[src/rtl/cpc_bank_pkg.sv]
// Shared types, field positions and block-mapping rules for the CPC 512K bank controller.
package cpc_bank_pkg;

  localparam int unsigned CFG_W    = 6;
  localparam int unsigned BANK_MSB = 5;
  localparam int unsigned BANK_LSB = 3;
  localparam int unsigned MODE_MSB = 2;
  localparam int unsigned MODE_LSB = 0;
  localparam int unsigned CNT_W    = 3;

  typedef enum logic [1:0] {
    ST_ARM  = 2'd0,
    ST_IDLE = 2'd1,
    ST_QUAL = 2'd2,
    ST_HOLD = 2'd3
  } cap_state_e;

  localparam logic [2:0] MODE_NONE = 3'd0;
  localparam logic [2:0] MODE_P1   = 3'd1;
  localparam logic [2:0] MODE_P2   = 3'd2;
  localparam logic [2:0] MODE_P3   = 3'd3;
  localparam logic [2:0] MODE_P4   = 3'd4;
  localparam logic [2:0] MODE_P5   = 3'd5;
  localparam logic [2:0] MODE_P6   = 3'd6;
  localparam logic [2:0] MODE_P7   = 3'd7;

  // Returns {mapped, page}; mode 3 leaves blk1 on internal RAM (page 3 is internal).
  function automatic logic [2:0] map_block(input logic [2:0] mode, input logic [1:0] blk);
    logic [2:0] r;
    r = 3'b000;
    case (mode)
      MODE_NONE:        r = 3'b000;
      MODE_P1, MODE_P3: r = (blk == 2'd3) ? 3'b111 : 3'b000;
      MODE_P2:          r = {1'b1, blk};
      default:          r = (blk == 2'd1) ? {1'b1, mode[1:0]} : 3'b000;
    endcase
    return r;
  endfunction

endpackage

[src/rtl/cpc_bank_map.sv]
// Combinational block-to-SRAM mapping from the committed configuration and the live bus.
module cpc_bank_map
  import cpc_bank_pkg::*;
#(
  parameter int unsigned NUM_BANKS = 8
) (
  input  logic [CFG_W-1:0] cfg_i,
  input  logic             a15_i,
  input  logic             a14_i,
  input  logic             mreq_b_i,
  input  logic             rfsh_b_i,
  output logic             ramdis_o,
  output logic             ramcs_b_o,
  output logic [4:0]       ramadrhi_o
);

  logic [2:0] bank_c;
  logic [2:0] mode_c;
  logic [2:0] map_c;
  logic       in_range_c;

  always_comb begin
    bank_c     = cfg_i[BANK_MSB:BANK_LSB];
    mode_c     = cfg_i[MODE_MSB:MODE_LSB];
    map_c      = map_block(mode_c, {a15_i, a14_i});
    in_range_c = (4'(bank_c) < 4'(NUM_BANKS));
    ramdis_o   = map_c[2] & in_range_c;
    ramadrhi_o = map_c[2] ? {bank_c, map_c[1:0]} : {bank_c, 2'b00};
    // Refresh cycles must never reach the SRAM.
    ramcs_b_o  = ~(ramdis_o & ~mreq_b_i & rfsh_b_i);
  end

endmodule

[src/rtl/cpc_bank_ctrl.sv]
// Captures gate-array RAM-configuration writes through a qualifying FSM and drives the SRAM mapping.
module cpc_bank_ctrl
  import cpc_bank_pkg::*;
#(
  parameter int unsigned NUM_BANKS   = 8,
  parameter int unsigned QUAL_CYCLES = 2
) (
  input  logic             CLK,
  input  logic             RESET_B,
  input  logic             A15,
  input  logic             A14,
  input  logic [7:0]       D,
  input  logic             IOREQ_B,
  input  logic             WR_B,
  input  logic             M1_B,
  input  logic             MREQ_B,
  input  logic             RFSH_B,
  output logic             RAMDIS,
  output logic             ramcs_b,
  output logic [4:0]       ramadrhi,
  output logic [CFG_W-1:0] cfg_q,
  output logic             cfg_wr_p
);

  cap_state_e       state_q, state_d;
  logic [CNT_W-1:0] cnt_q, cnt_d;
  logic [CFG_W-1:0] held_q, held_d;
  logic [CFG_W-1:0] cfg_d;
  logic             wr_p_d;
  logic             qual_c;
  logic [CNT_W-1:0] cnt_inc_c;

  always_ff @(posedge CLK) begin
    if (!RESET_B) begin
      state_q  <= ST_ARM;
      cnt_q    <= '0;
      held_q   <= '0;
      cfg_q    <= '0;
      cfg_wr_p <= 1'b0;
    end else begin
      state_q  <= state_d;
      cnt_q    <= cnt_d;
      held_q   <= held_d;
      cfg_q    <= cfg_d;
      cfg_wr_p <= wr_p_d;
    end
  end

  // Interrupt acknowledge (M1_B low) and upper-half I/O writes never qualify.
  always_comb begin
    state_d   = state_q;
    cnt_d     = cnt_q;
    held_d    = held_q;
    cfg_d     = cfg_q;
    wr_p_d    = 1'b0;
    qual_c    = !IOREQ_B && !WR_B && M1_B && !A15 && (D[7:6] == 2'b11);
    cnt_inc_c = cnt_q + CNT_W'(1);

    case (state_q)
      ST_ARM: begin
        if (IOREQ_B) state_d = ST_IDLE;
      end
      ST_IDLE: begin
        cnt_d = '0;
        if (qual_c) begin
          held_d = D[5:0];
          cnt_d  = CNT_W'(1);
          if (QUAL_CYCLES <= 1) begin
            cfg_d   = D[5:0];
            wr_p_d  = 1'b1;
            state_d = ST_HOLD;
          end else begin
            state_d = ST_QUAL;
          end
        end
      end
      ST_QUAL: begin
        if (qual_c && (D[5:0] == held_q)) begin
          if (cnt_inc_c >= CNT_W'(QUAL_CYCLES)) begin
            cnt_d   = CNT_W'(QUAL_CYCLES);
            cfg_d   = held_q;
            wr_p_d  = 1'b1;
            state_d = ST_HOLD;
          end else begin
            cnt_d = cnt_inc_c;
          end
        end else begin
          cnt_d   = '0;
          state_d = ST_IDLE;
        end
      end
      ST_HOLD: begin
        if (IOREQ_B) begin
          cnt_d   = '0;
          state_d = ST_IDLE;
        end
      end
      default: state_d = ST_ARM;
    endcase
  end

  cpc_bank_map #(.NUM_BANKS(NUM_BANKS)) u_map (
    .cfg_i      (cfg_q),
    .a15_i      (A15),
    .a14_i      (A14),
    .mreq_b_i   (MREQ_B),
    .rfsh_b_i   (RFSH_B),
    .ramdis_o   (RAMDIS),
    .ramcs_b_o  (ramcs_b),
    .ramadrhi_o (ramadrhi)
  );

endmodule

[config.mk]
export PLATFORM = sky130hd
export DESIGN_NAME = cpc_bank_ctrl
export DESIGN_NICKNAME = d
export VERILOG_FILES = /design/src/rtl/cpc_bank_pkg.sv /design/src/rtl/cpc_bank_map.sv /design/src/rtl/cpc_bank_ctrl.sv
export SDC_FILE = /design/constraint.sdc
export NUM_CORES = 1
export LEC_CHECK = 0
export CORE_ASPECT_RATIO = 1.2
export CORE_MARGIN = 4
export CORE_UTILIZATION = 40
export DETAILED_ROUTE_END_ITERATION = 6
export HOLD_SLACK_MARGIN = 0.03
export PLACE_DENSITY = 0.7
export SETUP_SLACK_MARGIN = 0.5
export SLEW_MARGIN = 20
export SYNTH_ARGS = -nofsm -noshare
export SYNTH_HDL_FRONTEND = slang
export SYNTH_SLANG_ARGS = --single-unit
[constraint.sdc]
create_clock -name CLK -period 2.2 [get_ports CLK]
set_input_delay 0.44 -clock CLK [delete_from_list [all_inputs] [get_ports CLK]]
set_output_delay 0.44 -clock CLK [all_outputs]
set_load 0.005 [all_outputs]
# --- Yosys cells after proc, flatten, opt, wreduce, memory -nomap -nowiden ---
# Index checks and enable logic that the tools add are counted.
totals:
  regBits: 18
  inputBits: 17
  elab_cells: 58
op_classes:
  addsub: 1
  n_lt_le_gt_ge: 1
  n_eq_ne: 14
  mux: 15
  bitwise: 4
  reduce_logical: 18
op_table:
  columns: ["op", "count"]
  rows:
  - ["$pmux 3 s3", 2]
  - ["$mux 3", 5]
  - ["$mux 2", 5]
  - ["$reduce_and 3->1", 3]
  - ["$eq 2x2->1 const B", 4]
  - ["$eq 3x2->1 const B", 2]
  - ["$eq 6x6->1", 1]
  - ["$pmux 2 s3", 1]
  - ["$logic_and 1x1->1", 5]
  - ["$eq 2x1->1 const B", 2]
  - ["$ne 2x2->1 const B", 2]
  - ["$reduce_and 2->1", 2]
  - ["$reduce_or 2->1", 2]
  - ["$add 3x1->3 const B", 1]
  - ["$eq 3x1->1 const B", 1]
  - ["$ge 3x2->1 const B", 1]
  - ["$logic_not 1->1", 3]
  - ["$logic_not 3->1", 1]
  - ["$ne 3x3->1 const B", 1]
  - ["$reduce_bool 3->1", 1]
  - ["$and 1x1->1", 2]
  - ["$logic_not 2->1", 1]
  - ["$mux 1", 2]
  - ["$ne 2x1->1 const B", 1]
  - ["$not 1->1", 2]

# --- Longest topological paths before layout ---
logic_depth:
  word_depth: 8
  depth_mapped: 6
  depth_no_buf: 6

# --- Hierarchy ---
# Synthesis repeated with hierarchy kept, for this count alone.
unflattened:
  cells_unflattened: 108
  hier_area_um2: 1067.3
by_module_without_submodules:
  columns: ["mod", "n_inst", "cells_each", "area_each_um2", "seq_area_each_um2"]
  rows:
  - ["cpc_bank_ctrl", 1, 92, 939.7, 360.3]
  - ["cpc_bank_map", 1, 16, 127.6, 0.0]

# --- Worst setup path after synthesis ---
# Ideal clock, no wire load.
synth_timing:
  kind: "input-to-reg"
  startpoint: "input port WR_B"
  endpoint: "register cfg_q[0]"
  arrival_ps: 1705
  slack_ps: 379
  cell_stages: 5
  n_path_buf: 0
  path_cell_list: "nor4b_4 -> nand3_2 -> nor4_4 -> mux2i_1 -> nor2b_1"
synth_between:
  elab_chain_cells: 7
synth_rtl:
  columns: ["element", "line", "source"]
  rows:
  - ["start, declared", "cpc_bank_ctrl.sv:14", "input logic WR_B,"]
  - ["$logic_not 1->1", "cpc_bank_ctrl.sv:56", "qual_c = !IOREQ_B && !WR_B && M1_B && !A15 && (D[7:6] == 2'b11);"]
  - ["$logic_and 1x1->1 (4 in a row)", "cpc_bank_ctrl.sv:56", null]
  - ["$logic_and 1x1->1", "cpc_bank_ctrl.sv:78", "if (qual_c && (D[5:0] == held_q)) begin"]
  - ["$reduce_and 3->1 (no source line)", null, null]
  - ["end signal, assigned", "cpc_bank_ctrl.sv:44", "cfg_q <= cfg_d;"]
  - ["end, declared", "cpc_bank_ctrl.sv:21", "output logic [CFG_W-1:0] cfg_q,"]
# No other way between the ends.
# A chain may end at the register's enable or synchronous reset.

# --- Worst setup path in the final report ---
layout_timing:
  startpoint: "register cfg_q[0]"
  endpoint: "output port ramcs_b"
layout_between:
  elab_chain_cells: 6
  elab_cells_between_ends: 9
  classes_between: "eq/ne (3); mux (1); bitwise (3); reduce/logical (2)"
layout_rtl:
  columns: ["element", "line", "source"]
  rows:
  - ["$eq 3x1->1 / $eq 3x2->1 (equally long branches)", "cpc_bank_pkg.sv:31", "case (mode)"]
  - ["$reduce_or 2->1", "cpc_bank_pkg.sv:31", null]
  - ["$pmux 3 s3 *", "cpc_bank_pkg.sv:31", null]
  - ["$and 1x1->1 * (2 in a row)", "cpc_bank_map.sv:30", "ramcs_b_o = ~(ramdis_o & ~mreq_b_i & rfsh_b_i);"]
  - ["$not 1->1 *", "cpc_bank_map.sv:30", null]
  - ["end, declared", "cpc_bank_ctrl.sv:19", "output logic ramcs_b,"]
# Mark *: on every way between the ends. The rest lies on a longest branch, timed or not.

==> results.sh <==
export IMPL_worstPathCellList="and2_4 -> a21oi_2 -> o21ai_2 -> buf_4 -> nand3b_1 -> buf_2"
export IMPL_status="finished clean"
export IMPL_path_buf_inv=2
export IMPL_syn_area_per_cell_um2=9.783
export IMPL_max_slew_margin_rel_pct=63.01
export IMPL_powerDensity_mw_per_mm2=601.9
export IMPL_ctsLongestPathBuffers=2
export IMPL_worst_slew_pin_slew_ps=553.1
export IMPL_synth_nets=128
export IMPL_power_uw=991.1
export IMPL_place_gp_congestion=0.7020
export IMPL_io_pins=31
export IMPL_grt_pass1_vias=891
export IMPL_wl_per_cell_um=12.87
export IMPL_yosysWarningCount=0
export IMPL_grt_util_all_layers_pct=14.79
export IMPL_dieArea_mm2=0.003446
export IMPL_placed_cells=171
export IMPL_synthCells=105
export IMPL_cts_tree="yes"
export IMPL_synth_edf_count=0
export IMPL_yosysUniqueCellTypes=29
export IMPL_cts_root_buf="clkbuf_4"
export IMPL_htreeDepth=1
export IMPL_crit_path_start_kind="flip-flop"
export IMPL_synth_most_common_cell="dfxtp_1"
export IMPL_critPathTopFamily="flip-flops"
export IMPL_grt_max_degree=20
export IMPL_area_growth_pct=60.29
export IMPL_holdWs_ps=474.9
export IMPL_tns_ps=0
export IMPL_end_kind="output pin"
export IMPL_timing_critical_path_required_ps=1760
export IMPL_clock_latency_ps=290
export IMPL_yosys_top_cells_area="dfxtp_1 35%, mux2i_1 15%, nor2b_1 8.5%"
export IMPL_syn_cell_area_mm2=0.001027
export IMPL_final_fill_count=188
export IMPL_port_buffers=30
export IMPL_rsz0062_at_grt="true"
export IMPL_antenna_found_initial=0
export IMPL_std_cell_rows=19
export IMPL_setup_viol=0
export IMPL_numCtsBuffers=3
export IMPL_ant_nets=0
export IMPL_hold_viol=0
export IMPL_vias=885
export IMPL_start_util_pct=43.21
export IMPL_fp_dieH_um=63.51
export IMPL_drive_above_1_share_pct=34.64
export IMPL_synth_async_sr_flop_share_pct=0
export IMPL_crit_path_top_delay_cell="dfxtp_4"
export IMPL_synth_top_area_share_pct=35.08
export IMPL_grt_overflow=0
export IMPL_first_iter_violations=18
export IMPL_hpwl_um=1668
export IMPL_slew_violations=0
export IMPL_synth_seq_cells=18
export IMPL_cap_violations=0
export IMPL_hold_path_class="flip-flop to flip-flop"
export IMPL_p_leak_nw=0.7599
export IMPL_via_per_inst=4.810
export IMPL_final_nets=177
export IMPL_diodes=0
export IMPL_first_pass_iters=4
export IMPL_cp_data_arrival_time_ps=1340
export IMPL_fin_crit_sh_pct=80.96
export IMPL_clock_sink_count=18
export IMPL_seq_area_frac_synth_pct=35.08
export IMPL_die_w_um=54.26
export IMPL_dp_worst_setup_slack_ps=-247.1
export IMPL_period_minus_slack_ps=1781
export IMPL_grt_pass1_wl_um=3864
export IMPL_yosys_top_cells_count="18 x dfxtp_1, 15 x mux2i_1, 14 x nor2b_1"
export IMPL_yosys_area_top_type="dfxtp_1"
export IMPL_criticalPathCategory="flip-flop to output pin"
export IMPL_final_cells=184
export IMPL_setup_slack_ps=419.0
export IMPL_coreArea_mm2=0.002377
export IMPL_clkTransAtPathRegs_ps=100
export IMPL_path_max_fanout=5
export IMPL_finClkSkew_ps=2.640
export IMPL_synthFlopType="dfxtp_1"
export IMPL_drc=0
export IMPL_max_freq_ghz=0.5615
export IMPL_vdd_drop_max_uv=508.8
export IMPL_cp_slowest_stage_delay_ps=390
export IMPL_drt_total_wl_um=2368
-- cell usage in the layout, fill, tap and decap left out, types with 5 or more instances in the layout --
master and instances:
clkdlybuf4s50_1 12, dlygate4sd2_1 6, dfxtp_1 12, dlymetal6s2s_1 5
nor2b_1 13, buf_4 15, nand2_1 5, buf_6 5
mux2i_1 15, inv_1 5
-- per-stage QoR --
step / area (um2) / util [%]
after floorplan: 1027 / -
final: 1647 / 69.26
after CTS: 1539 / 64.74
after detailed placement: 1408 / 59.21
after global routing: 1647 / 69.26
after global placement: 1408 / 59.21
-- kinds of logic after synthesis --
kind of cell / Yosys count / synth area share (%)
and+or+nand+nor: 36 / 23.75
adders and majority gates: 6 / 7.308
AOI/OAI and AO/OA: 13 / 8.527
xor gates and xnor gates: 7 / 5.968
DFF: 18 / 35.08
muxes: 15 / 14.62
buffers and inverters: 10 / 4.750
-- per-layer routing --
metal	global-route usage (%)	vias to the layer above	wire length (um)
li1	-	456	-
met1	17.24	409	975
met2	25.90	15	1278
met3	2.123	5	83
met4	5.607	0	31
met5	0	-	0
-- what timing repair did --
| action | CTS | global route |
|---|---|---|
| pin swaps | 11 | 8 |
| gates resized for setup | 45 | 28 |
| hold buffers | 0 | 0 |
| endpoints found under the setup margin | 17 | 17 |
| hold endpoints to repair | 0 | 0 |
| setup buffers | 6 | 3 |
-- power breakdown --
part / leakage (nW) / internal [mW] / switching (mW) / total [mW]
Sequential: 0.150 / 0.356 / 0.0325 / 0.388
Combinational: 0.589 / 0.215 / 0.185 / 0.399
Clock: 0.0210 / 0.101 / 0.103 / 0.204
Total: 0.760 / 0.671 / 0.320 / 0.991
-- worst paths after layout --
kind	start	to	slack, ps	depth (start not counted)
setup / recovery	cfg_q[0]	ramcs_b	420	6
hold / removal	cnt_q[2]	cnt_q[2]	470	2
setup reg to reg	state_q[0]	cfg_q[0]	610	7
hold reg to reg	cnt_q[2]	cnt_q[2]	470	2
-- final cells by class --
class | count | area (um2) | share of cell area (%)
multi-input combinational | 77 | 732.0 | 44.45
timing repair buffer | 48 | 439.2 | 26.67
clock buffer | 4 | 36.28 | 2.204
tap | 31 | 38.79 | 2.356
inverter | 6 | 22.52 | 1.368
sequential | 18 | 377.9 | 22.95
-- sequential cells by signal (all words and copies together) (netlist names) --
signal	flops
cfg_wr_p	1
state_q	2
held_q	6
cnt_q	3
cfg_q	6
-- worst register-to-register path: cells and delay by family, from the launching register on --
family | cells | cell delay, ps
simple gates | 3 | 490
flops | 1 | 350
buf+inv | 2 | 260
fa+ha+maj | 1 | 210
mux | 1 | 190
Power figures use the tool's default switching activity.
==> RTL change (same flow settings) <==
`NUM_BANKS` is set to 8 in 2 places; all go to 6.
--- a/src/rtl/cpc_bank_map.sv
+++ b/src/rtl/cpc_bank_map.sv
@@ -3,5 +3,5 @@
   import cpc_bank_pkg::*;
 #(
-  parameter int unsigned NUM_BANKS = 8
+  parameter int unsigned NUM_BANKS = 6
 ) (
   input  logic [CFG_W-1:0] cfg_i,
--- a/src/rtl/cpc_bank_ctrl.sv
+++ b/src/rtl/cpc_bank_ctrl.sv
@@ -3,5 +3,5 @@
   import cpc_bank_pkg::*;
 #(
-  parameter int unsigned NUM_BANKS   = 8,
+  parameter int unsigned NUM_BANKS   = 6,
   parameter int unsigned QUAL_CYCLES = 2
 ) (
Formal check against the unedited RTL: not equivalent (a bounded check fails within 4 cycles, from zero or initial values and one cycle with RESET_B low).
==> RTL change against the original RTL <==
Worst hold slack got worse by 16 ps. Area after synthesis grew 1.9%. Cell area down 1.4%. Clock power up 2%. Total power grew 1.7%. Setup slack gained 10 ps. Routed wire length grew 5.2%. Sequential cell count is the same. Largest cell class unchanged.
==> RTL change: results (changes against the original RTL) <==
status = finished clean
logic gate share of total power = 41.6% (+1.3 points)
Metal-1 WL = 1.05 mm (+7.4%)
total sequential power = 0.379 mW (-2%)
Mapped Cells = 109 (+3.8%)
Clock buf/inv share = 2.23% (+0.031 points)
post-synthesis compound-gate area fraction = 8.24% (-0.28 points)
area of the multi-input gates = 746 um^2 (+1.9%)
Worst VDD drop = 352 uV (-31%)
final WL = 2.49 mm (+5.2%)
WL met2 = 1.32 mm (+2.9%)
Flop pwr share = 37.6% (-1.6 points)
Adder-Cell Fraction of Synth Area = 7.17% (-0.14 points)
fraction of layout cells with a size suffix above 1 = 32.1% (-2.6 points)
M2 GR Usage = 24.9% (-1.0 points)
mux share of post-synthesis cell area = 14.3% (-0.28 points)
Non-clk bufs = 47 (-2.1%)
number of multi-input logic gates = 81 (+5.2%)
met3 usage = 1.86% (-0.26 points)
fmax = 565 MHz (+0.57%)
post-CTS setup buffers = 5 (-1)
sequential fraction of the synthesis area = 34.4% (-0.67 points)
Data buffer area share = 24.8% (-1.9 points)
Vias/cell = 4.88 (+1.4%)
Pint = 0.669 mW (-0.29%)
fraction of area in registers = 23.1% (+0.16 points)
internal reg-to-reg setup slack = 560 ps (-50 ps)
reg2reg path depth = 8 (+1)
starting DRC count in detailed routing = 6 (-12)
measured slew at the worst slew-check pin = 560 ps (+6.91 ps)
RTL change: worst min path at each step:
stage | from | to | cells past startpoint
finish | cnt_q[2]$_SDFFE_PN0P_ | cnt_q[2]$_SDFFE_PN0P_ | 2
global route | cnt_q[2]$_SDFFE_PN0P_ | cnt_q[2]$_SDFFE_PN0P_ | 2
CTS | cnt_q[2]$_SDFFE_PN0P_ | cnt_q[2]$_SDFFE_PN0P_ | 2
detailed placement | cnt_q[2]$_SDFFE_PN0P_ | cnt_q[2]$_SDFFE_PN0P_ | 2
global placement | cnt_q[2]$_SDFFE_PN0P_ | cnt_q[2]$_SDFFE_PN0P_ | 2
floorplan | cnt_q[2]$_SDFFE_PN0P_ | cnt_q[2]$_SDFFE_PN0P_ | 2
RTL change: worst max-delay path, stage by stage:
cell             delay, ps
clkdlybuf4s15_1        220
nand3_1                120
a21oi_2                160
nor2_2                  50
a21oi_2                110
nand3b_1                90
buf_2                  140
